**config.mk**
```make
export PLATFORM = sky130hd
export DESIGN_NAME = registrador_universal
export DESIGN_NICKNAME = d
export VERILOG_FILES = /design/src/rtl/registrador_universal.sv
export SDC_FILE = /design/constraint.sdc
export NUM_CORES = 1
export LEC_CHECK = 0
export BUFFER_PORTS_ARGS = -buffer_cell sky130_fd_sc_hd__clkbuf_2
export CAP_MARGIN = 10
export CORE_MARGIN = 3
export CORE_UTILIZATION = 49
export CTS_CLUSTER_SIZE = 28
export DETAILED_ROUTE_END_ITERATION = 8
export PLACE_DENSITY_LB_ADDON = 0.05
export SKIP_CTS_REPAIR_TIMING = 1
export SLEW_MARGIN = 5
export SYNTH_ARGS = -nofsm -noshare
export SYNTH_HDL_FRONTEND = slang
export SYNTH_SLANG_ARGS = --single-unit
```
**constraint.sdc**
```tcl
create_clock -name clock -period 2.45 [get_ports clock]
set_clock_uncertainty 0.1 [all_clocks]
set_input_delay 0.3675 -clock clock [delete_from_list [all_inputs] [get_ports clock]]
set_output_delay 0.3675 -clock clock [all_outputs]
set_load 0.02 [all_outputs]
```
**src/rtl/registrador_universal.sv**
```systemverilog
// registrador_universal: multi-mode data register with single-cycle
// shift/rotate/inc/dec and a multi-cycle shift-by-N with busy/done handshake.
//
// state      | meaning
// -----------+-----------------------------------------------------------
// OCIOSO     | idle, decodes controle on every edge
// DESLOCANDO | multi-cycle shift running, one bit per edge, inputs ignored
module registrador_universal #(
    parameter int WIDTH = 4,
    parameter int QW    = $clog2(WIDTH) + 1
) (
    input  logic             clock,
    input  logic             reset,
    input  logic [WIDTH-1:0] acumulador,
    input  logic [3:0]       controle,
    input  logic [QW-1:0]    quantidade,
    input  logic             entrada_serial,
    output logic [WIDTH-1:0] saida,
    output logic             carry,
    output logic             zero,
    output logic             ocupado,
    output logic             pronto
);

    localparam logic [3:0] OP_CLEAR = 4'd0;
    localparam logic [3:0] OP_LOAD  = 4'd1;
    localparam logic [3:0] OP_SHL   = 4'd3;
    localparam logic [3:0] OP_SHR   = 4'd4;
    localparam logic [3:0] OP_ROL   = 4'd5;
    localparam logic [3:0] OP_ROR   = 4'd6;
    localparam logic [3:0] OP_INC   = 4'd7;
    localparam logic [3:0] OP_DEC   = 4'd8;
    localparam logic [3:0] OP_SHLN  = 4'd9;
    localparam logic [3:0] OP_SHRN  = 4'd10;

    localparam logic [QW-1:0] AMT_MAX = QW'(WIDTH);
    localparam logic [WIDTH-1:0] ONE  = {{(WIDTH-1){1'b0}}, 1'b1};

    typedef enum logic {OCIOSO, DESLOCANDO} estado_t;

    estado_t          state_q, state_d;
    logic [WIDTH-1:0] saida_q, saida_d;
    logic             carry_q, carry_d;
    logic             ocupado_q, ocupado_d;
    logic             pronto_q, pronto_d;
    logic             dir_q, dir_d;       // 1 = right
    logic [QW-1:0]    cont_q, cont_d;
    logic [QW-1:0]    amt;
    logic             multi_op;

    // Shift amounts beyond the register width are saturated to a full flush.
    assign amt      = (quantidade > AMT_MAX) ? AMT_MAX : quantidade;
    assign multi_op = (controle == OP_SHLN) || (controle == OP_SHRN);

    // State and datapath registers, all cleared by the async reset.
    always_ff @(posedge clock or posedge reset) begin
        if (reset) begin
            state_q   <= OCIOSO;
            saida_q   <= '0;
            carry_q   <= 1'b0;
            ocupado_q <= 1'b0;
            pronto_q  <= 1'b0;
            dir_q     <= 1'b0;
            cont_q    <= '0;
        end else begin
            state_q   <= state_d;
            saida_q   <= saida_d;
            carry_q   <= carry_d;
            ocupado_q <= ocupado_d;
            pronto_q  <= pronto_d;
            dir_q     <= dir_d;
            cont_q    <= cont_d;
        end
    end

    // Next-state: enter DESLOCANDO only for a non-zero amount, leave on last step.
    always_comb begin
        state_d = state_q;
        case (state_q)
            OCIOSO:     if (multi_op && (amt != '0)) state_d = DESLOCANDO;
            DESLOCANDO: if (cont_q == ONE[QW-1:0])  state_d = OCIOSO;
            default:    state_d = OCIOSO;
        endcase
    end

    // Datapath and handshake next values; pronto defaults low so it pulses.
    always_comb begin
        saida_d   = saida_q;
        carry_d   = carry_q;
        ocupado_d = ocupado_q;
        pronto_d  = 1'b0;
        dir_d     = dir_q;
        cont_d    = cont_q;
        if (state_q == DESLOCANDO) begin
            if (dir_q) begin
                saida_d = {entrada_serial, saida_q[WIDTH-1:1]};
                carry_d = saida_q[0];
            end else begin
                saida_d = {saida_q[WIDTH-2:0], entrada_serial};
                carry_d = saida_q[WIDTH-1];
            end
            cont_d = cont_q - ONE[QW-1:0];
            if (cont_q == ONE[QW-1:0]) begin
                ocupado_d = 1'b0;
                pronto_d  = 1'b1;
            end
        end else begin
            case (controle)
                OP_CLEAR: begin
                    saida_d = '0;
                    carry_d = 1'b0;
                end
                OP_LOAD: begin
                    saida_d = acumulador;
                    carry_d = 1'b0;
                end
                OP_SHL: begin
                    saida_d = {saida_q[WIDTH-2:0], entrada_serial};
                    carry_d = saida_q[WIDTH-1];
                end
                OP_SHR: begin
                    saida_d = {entrada_serial, saida_q[WIDTH-1:1]};
                    carry_d = saida_q[0];
                end
                OP_ROL: begin
                    saida_d = {saida_q[WIDTH-2:0], saida_q[WIDTH-1]};
                    carry_d = saida_q[WIDTH-1];
                end
                OP_ROR: begin
                    saida_d = {saida_q[0], saida_q[WIDTH-1:1]};
                    carry_d = saida_q[0];
                end
                OP_INC: begin
                    saida_d = saida_q + ONE;
                    carry_d = &saida_q;
                end
                OP_DEC: begin
                    saida_d = saida_q - ONE;
                    carry_d = (saida_q == '0);
                end
                OP_SHLN, OP_SHRN: begin
                    if (amt == '0) begin
                        pronto_d = 1'b1;
                    end else begin
                        dir_d     = (controle == OP_SHRN);
                        cont_d    = amt;
                        ocupado_d = 1'b1;
                    end
                end
                default: ;
            endcase
        end
    end

    assign saida   = saida_q;
    assign carry   = carry_q;
    assign zero    = (saida_q == '0);
    assign ocupado = ocupado_q;
    assign pronto  = pronto_q;

endmodule

```
==> flow_summary_export.csv, run 1 <==
group,metric,value,unit
timing,setup_viol,0,
route,dr.pass1.iters,4,
timing,fin_crit_sh,78.9,%
global_routing,grt_pass1_wl,3990,um
global_routing,grt_pass1_vias,896,
worst_setup_path,path_buf_inv,1,
worst_setup_path,r2r-start,"saida[0]",
cts,clk_pin_slew,0.08,ns
worst_setup_path,cp_slowest_cell,"a2111oi_0",
die,row_count,16,
worst_setup_path,worstPathMaxFanout,10,
power,cell_internal_pwr,0.593,mW
global_routing,grt_max_degree,22,
status,violations,"negative hold slack",
global_routing,grt_use_total,19.2,%
synthesis,synth_top_family_by_area,"compound AO/OA/AOI/OAI gates",
synthesis,yosys_warnings,0,
synthesis,synthDistinctLibCells,41,
synthesis,yosys.area_share.adder,3.48,%
synthesis,synth_area_leaders,"dfrtp_1 28%, mux2i_1 6.5%, a21oi_1 4.6%",
power,swShare,46.0,%
finish,drive_gt1_share,23.1,%
die,ios,22,
worst_setup_path,path_class,"input pin to flip-flop",
synthesis,synth_edf_count,0,
synthesis,postSynthCellCount,130,
finish,diodes,0,
die,core-area,2020,sq um
cts,cts-root-buf,"clkbuf_4",
worst_setup_path,reg2regPathDepth,6,
synthesis,synth_xor_area_share,3.25,%
cts,cts_htree_levels,1,
route,drtAntennaViolNets,0,
synthesis,netlist_area,1080,sq um
status,status,"finished with violations",
power,switchingPower,0.505,mW
cts,cts_sinks,12,
synthesis,ys.flop_type,"dfrtp_1",
timing,grt_setup_unrepaired,"false",
power,comb_power_share,46.1,%
finish,area_growth,10.6,%
cts,cts_max_path_buffers,2,
cts,cts_tree,"built",
synthesis,synthSimpleGateAreaFrac,22.8,%
synthesis,yosys.area.top_type,"dfrtp_1",
power,p_leak,0.540,nW
synthesis,synth_compound_area_share,23.5,%
synthesis,synth_nets,147,
worst_setup_path,max_stage_delay,0.35,ns
synthesis,synth_top_area_share,27.9,%
placement,gp_congestion,0.854,
placement,portBuffers,21,
worst_setup_path,crit_chain,"clkbuf_2, nor4b_4, xor2_1, ha_1, nor2_1, mux2i_1, nor3_1, a2111oi_0, a21oi_1",
timing,period_minus_slack,1.93,ns
placement,dp_hpwl,1790,um
power,ir_drop,0.000541,V
route,finalWirelength,2390,um
worst_setup_path,r2r_slack,0.66,ns
timing,max_slew_margin,60.2,%
route,wl_per_cell,13.8,um
global_routing,overflow,0,
route,via_per_inst,5.76,
timing,finalHoldViolCount,12,
synthesis,syn_area_per_cell,8.29,sq um
worst_hold_path,hold_path.class,"input pin to asynchronous set/reset pin",
worst_setup_path,crit_family,"compound AO/OA/AOI/OAI gates",
synthesis,async_reset_ff_share,100,%
die,die_w,52.9,um
synthesis,synth_seq_cells,12,
worst_setup_path,worstPathRequired,2.50,ns
power,seq_power_share,39.4,%
power,p_per_area,922,nW/um^2
timing,maxSlewViolCount,0,
route,drcViolationCount,0,
worst_setup_path,crit_arrival,1.98,ns
synthesis,yosysSeqAreaShare,27.9,%
global_routing,antenna_found_initial,0,
die,dieArea,2800,sq um
synthesis,muxShareOfSynthArea,8.59,%
flow_run,maxCapViolations,0,
worst_setup_path,worst-path-stages,9,
cts,numCtsBuffers,3,
timing,tns,0,ns
die,die_h,52.9,um
power,total_power,1.10,mW
worst_setup_path,crit_path_end_kind,"flip-flop",
die,start_util,53.3,%
power,p_clk_share,14.5,%
route,dr.first_iter.drc_count,40,
timing,max_slew.worst_pin.slew,0.597,ns
timing,fmax,517,MHz
worst_setup_path,r2r-end,"saida[2]",
cts,clk_latency,0.27,ns
finish,nNetsFinal,165,
timing,hold_ws,-0.0259,ns
route,num_vias,1003,
worst_setup_path,start_kind,"input pin",
==> worst register-to-register path: stages (launching register included) <==
cell       delay, ns
dfrtp_1         0.58
ha_1            0.23
nor2_1          0.04
mux2i_1         0.18
nor3_1          0.07
a2111oi_0       0.35
a21oi_1         0.11
==> cell usage after synthesis, types with 2 or more instances <==
cell / count
a211oi_1: 2
a21oi_1: 10
a221oi_1: 2
a22oi_1: 6
and3_1: 2
buf_2: 4
buf_4: 2
buf_6: 4
dfrtp_1: 12
ha_1: 3
inv_1: 8
mux2_2: 2
mux2i_1: 7
nand2_1: 11
nand2b_1: 2
nor2_1: 11
nor3_1: 8
o21ai_0: 8
o32ai_1: 2
xnor2_1: 3
==> sequential cells by signal, indices dropped and copies added, names as in the netlist <==
register  count
saida         4
cont_q        3
carry         1
dir_q         1
ocupado       1
pronto        1
state_q       1
==> how the worst max path moves through the flow <==
stage / startpoint / end
final: controle[0] / saida[2]
after global routing: controle[0] / saida[2]
after CTS: controle[0] / saida[2]
after detailed placement: controle[0] / saida[2]
after global placement: controle[0] / saida[2]
after floorplan: controle[0] / saida[2]
==> power groups by stage <==
| stage | Sequential (mW) | Clock, mW | Combinational [mW] |
|---|---|---|---|
| detailed placement | 0.437 | 0 | 0.506 |
| global route | 0.455 | 0.173 | 0.572 |
| global placement | 0.436 | 0 | 0.497 |
| floorplan | 0.384 | 0 | 0.460 |
| CTS | 0.434 | 0.162 | 0.510 |
| finish | 0.432 | 0.159 | 0.506 |
==> through the flow <==
stage / area, sq um / utilization, % / setup slack (ns) / instances
6_report: 1190 / 58.9 / 0.518 / 174
5_1_grt: 1190 / 58.9 / 0.355 / 174
4_1_cts: 1190 / 58.9 / 0.524 / 174
3_5_place_dp: 1150 / 57.1 / 0.237 / 170
3_3_place_gp: 1150 / 57.1 / 0.290 / 170
2_1_floorplan: 1080 / - / 0.318 / 130
==> layer usage <==
layer / part of all wire (%) / global-route usage, %
met3: 6.2 / 5.07
met2: 43 / 27.7
met4: 0.33 / 3.83
met1: 51 / 28.4
met5: 0 / 0
==> area by class of cell <==
cell class	count	area, sq um
clock buffers	4	36.3
fillers	197	831
inverters	8	30.0
multi-input cells	99	663
flip-flops and latches	12	300
well taps	27	33.8
repair buffers	24	128
==> cells by family after synthesis <==
group                    Yosys count
buffers and inverters             19
XOR/XNOR                           4
flip-flops                        12
adder cells (fa/ha/maj)            3
multiplexers                       9
AND/OR/NAND/NOR                   45
AO/OA/AOI/OAI                     38
==> cells in the final DEF, fill, tap and decap left out, drive strengths merged, types with 2 or more instances in the layout <==
master	instances
a211oi	2
a21oi	10
a221oi	2
a22oi	6
and3	2
buf	3
clkbuf	25
dfrtp	12
ha	3
inv	8
mux2	2
mux2i	7
nand2	11
nand2b	2
nor2	11
nor3	8
o21ai	8
o32ai	2
xnor2	3
No activity file was read; power rests on OpenSTA's default activity.
==> run 2, diff against run 1 <==
--- a/config.mk
+++ b/config.mk
@@ -5,10 +5,11 @@
 export SDC_FILE = /design/constraint.sdc
 export NUM_CORES = 1
 export LEC_CHECK = 0
+export ABC_AREA = 1
 export BUFFER_PORTS_ARGS = -buffer_cell sky130_fd_sc_hd__clkbuf_2
 export CAP_MARGIN = 10
 export CORE_MARGIN = 3
-export CORE_UTILIZATION = 49
+export CORE_UTILIZATION = 48
 export CTS_CLUSTER_SIZE = 28
 export DETAILED_ROUTE_END_ITERATION = 8
 export PLACE_DENSITY_LB_ADDON = 0.05
==> constraint.sdc (replaced) <==
create_clock -name clock -period 1.77 [get_ports clock]
set_clock_uncertainty 0.1 [all_clocks]
set_input_delay 0.2655 -clock clock [delete_from_list [all_inputs] [get_ports clock]]
set_output_delay 0.2655 -clock clock [all_outputs]
set_load 0.02 [all_outputs]
==> run 2 against run 1 <==
The run now ends clean. Sequential power up 35%. Final area grew 2.7%. Clock power rose by 37%. Synthesized cell count grew 15%.
==> flow_summary_export.csv, run 2 <==
group,metric,value,unit
power,comb_power_share,52.9,%
global_routing,grt_pass1_vias,957,
cts,cts_max_path_buffers,2,
route,drtAntennaViolNets,0,
worst_setup_path,worstPathRequired,1.40,ns
cts,clk_pin_slew,0.07,ns
power,seq_power_share,34.3,%
timing,maxSlewViolCount,0,
status,status,"finished, final reports clean",
cts,cts_sinks,12,
route,dr.first_iter.drc_count,33,
synthesis,yosys-top-cells-count,"36 x nand2_1, 18 x nand3_1, 16 x inv_1",
timing,max_slew.worst_pin.slew,0.447,ns
power,p_leak,0.602,nW
timing,grt_setup_unrepaired,"false",
placement,pre_cts_ws,0.0666,ns
synthesis,muxShareOfSynthArea,0,%
timing,fmax,610,MHz
synthesis,netlist_area,1010,sq um
synthesis,yosys_warnings,0,
cts,cts_tree,"built",
worst_hold_path,hold_path.class,"input pin to flip-flop",
worst_setup_path,path_buf_inv,3,
synthesis,ys.flop_type,"dfrtp_1",
finish,largest_reg_flops,4,
die,die_w,51.9,um
placement,dp_hpwl,1940,um
placement,place_area,1160,sq um
finish,area_growth,20.9,%
worst_setup_path,worstPathMaxFanout,3,
synthesis,syn_area_per_cell,6.79,sq um
synthesis,synth_compound_area_share,16.1,%
synthesis,synth_edf_count,0,
finish,drive_gt1_share,31.3,%
synthesis,yosys.area.top_type,"dfrtp_1",
route,dr.pass1.iters,4,
timing,fin_ws,0.131,ns
die,ios,22,
synthesis,synth_xor_area_share,1.73,%
global_routing,grt_pass1_wl,4420,um
cts,cts-root-buf,"clkbuf_4",
route,wl_per_cell,12.2,um
finish,final_area,1220,sq um
flow_run,maxCapViolations,0,
synthesis,yosysMostFrequentCell,"nand2_1",
global_routing,grt_use_total,21.4,%
worst_setup_path,path_class,"flip-flop to output port",
die,start_util,54.5,%
synthesis,synth_top_area_share,29.7,%
timing,hold_ws,0.176,ns
global_routing,overflow,0,
synthesis,synth_area_leaders,"dfrtp_1 30%, nand2_1 13%, nand3_1 8.9%",
placement,gp_congestion,0.888,
synthesis,synth_seq_cells,12,
worst_setup_path,crit_family,"flip-flops",
placement,portBuffers,21,
synthesis,synthSimpleGateAreaFrac,39.4,%
timing,period_minus_slack,1.64,ns
synthesis,yosysSeqAreaShare,29.7,%
synthesis,yosys.area_share.adder,3.71,%
route,finalWirelength,2450,um
finish,diodes,0,
worst_setup_path,crit_chain,"inv_1, buf_4, nand2_1, nor3_2, buf_2",
timing,finalHoldViolCount,0,
worst_setup_path,start_kind,"flip-flop",
die,core-area,1860,sq um
power,cell_internal_pwr,0.870,mW
worst_setup_path,crit_arrival,1.27,ns
timing,tns,0,ns
power,p_clk_share,12.8,%
route,num_vias,1085,
route,drcViolationCount,0,
finish,nNetsFinal,194,
power,switchingPower,0.834,mW
global_routing,grt_max_degree,14,
die,die_h,51.9,um
timing,setup_viol,0,
synthesis,postSynthCellCount,149,
power,ir_drop,0.000888,V
cts,cts_htree_levels,1,
timing,max_slew_margin,69.9,%
synthesis,synthDistinctLibCells,29,
die,row_count,15,
route,via_per_inst,5.40,
synthesis,async_reset_ff_share,100,%
worst_setup_path,crit_path_end_kind,"output port",
timing,fin_crit_sh,92.6,%
power,p_per_area,1390,nW/um^2
finish,post-route-util,65.9,%
finish,layout_common_cells,"36 x nand2_1, 20 x clkbuf_2, 18 x nand3_1",
worst_setup_path,max_stage_delay,0.42,ns
synthesis,synth_nets,166,
power,swShare,48.9,%
global_routing,antenna_found_initial,0,
synthesis,synth_top_family_by_area,"simple AND/OR/NAND/NOR gates",
die,dieArea,2700,sq um
cts,numCtsBuffers,3,
finish,final_common_cell,"nand2_1",
cts,clk_latency,0.27,ns
worst_setup_path,cp_slowest_cell,"dfrtp_2",
-- run 2: tightest hold or removal path: cells and delay by family --
| kind | cells | cell delay (ns) |
|---|---|---|
| compound gates | 1 | 0.09 |
| buf+inv | 1 | 0.09 |
| simple gates | 1 | 0.07 |
-- run 2: through the flow --
stage / power [mW] / instances
floorplan: 1.19 / 149
global placement: 1.43 / 195
detailed placement: 1.45 / 195
CTS: 1.67 / 199
global route: 1.87 / 201
finish: 1.70 / 201
-- run 2: power by group through the flow --
stage / logic, mW / clock network [mW] / registers (mW)
6_report: 0.902 / 0.218 / 0.584
5_1_grt: 1.02 / 0.240 / 0.608
3_5_place_dp: 0.858 / 0 / 0.591
4_1_cts: 0.863 / 0.225 / 0.584
3_3_place_gp: 0.850 / 0 / 0.581
2_1_floorplan: 0.597 / 0 / 0.588
-- run 2: layer usage --
| layer | vias up | routed length, um | track usage (%) |
|---|---|---|---|
| li1 | 550 | - | - |
| met1 | 489 | 1200 | 32.4 |
| met2 | 46 | 1040 | 31.4 |
| met3 | 0 | 200 | 5.16 |
| met4 | 0 | 0 | 2.62 |
| met5 | - | 0 | 0 |
-- run 2: path summary, 6_finish.rpt --
| check | from | slack, ns | cells past startpoint | to |
|---|---|---|---|---|
| worst min register to register | ocupado | 0.40 | 2 | ocupado |
| worst max register to register | saida[1] | 0.16 | 12 | saida[2] |
| worst max-delay path | saida[1] | 0.13 | 5 | zero |
| min in group asynchronous | reset | 0.41 | 3 | state_q |
| max in group asynchronous | reset | 0.83 | 3 | saida[2] |
| worst min-delay path | quantidade[1] | 0.18 | 3 | cont_q[1] |
-- run 2: cell families (layout without fill, tap and decap cells) --
family / Yosys count / after routing
AO/OA/AOI/OAI: 27 / 27
XOR/XNOR: 2 / 2
adder cells (fa/ha/maj): 3 / 3
buffers and inverters: 25 / 52
flip-flops: 12 / 12
AND/OR/NAND/NOR: 80 / 80
-- run 2: area by class of cell --
cell class / instances / area, sq um
well taps: 25 / 31.3
inverters: 21 / 78.8
clock buffers: 4 / 36.3
repair buffers: 27 / 153
flip-flops and latches: 12 / 303
multi-input cells: 112 / 622
fillers: 166 / 634
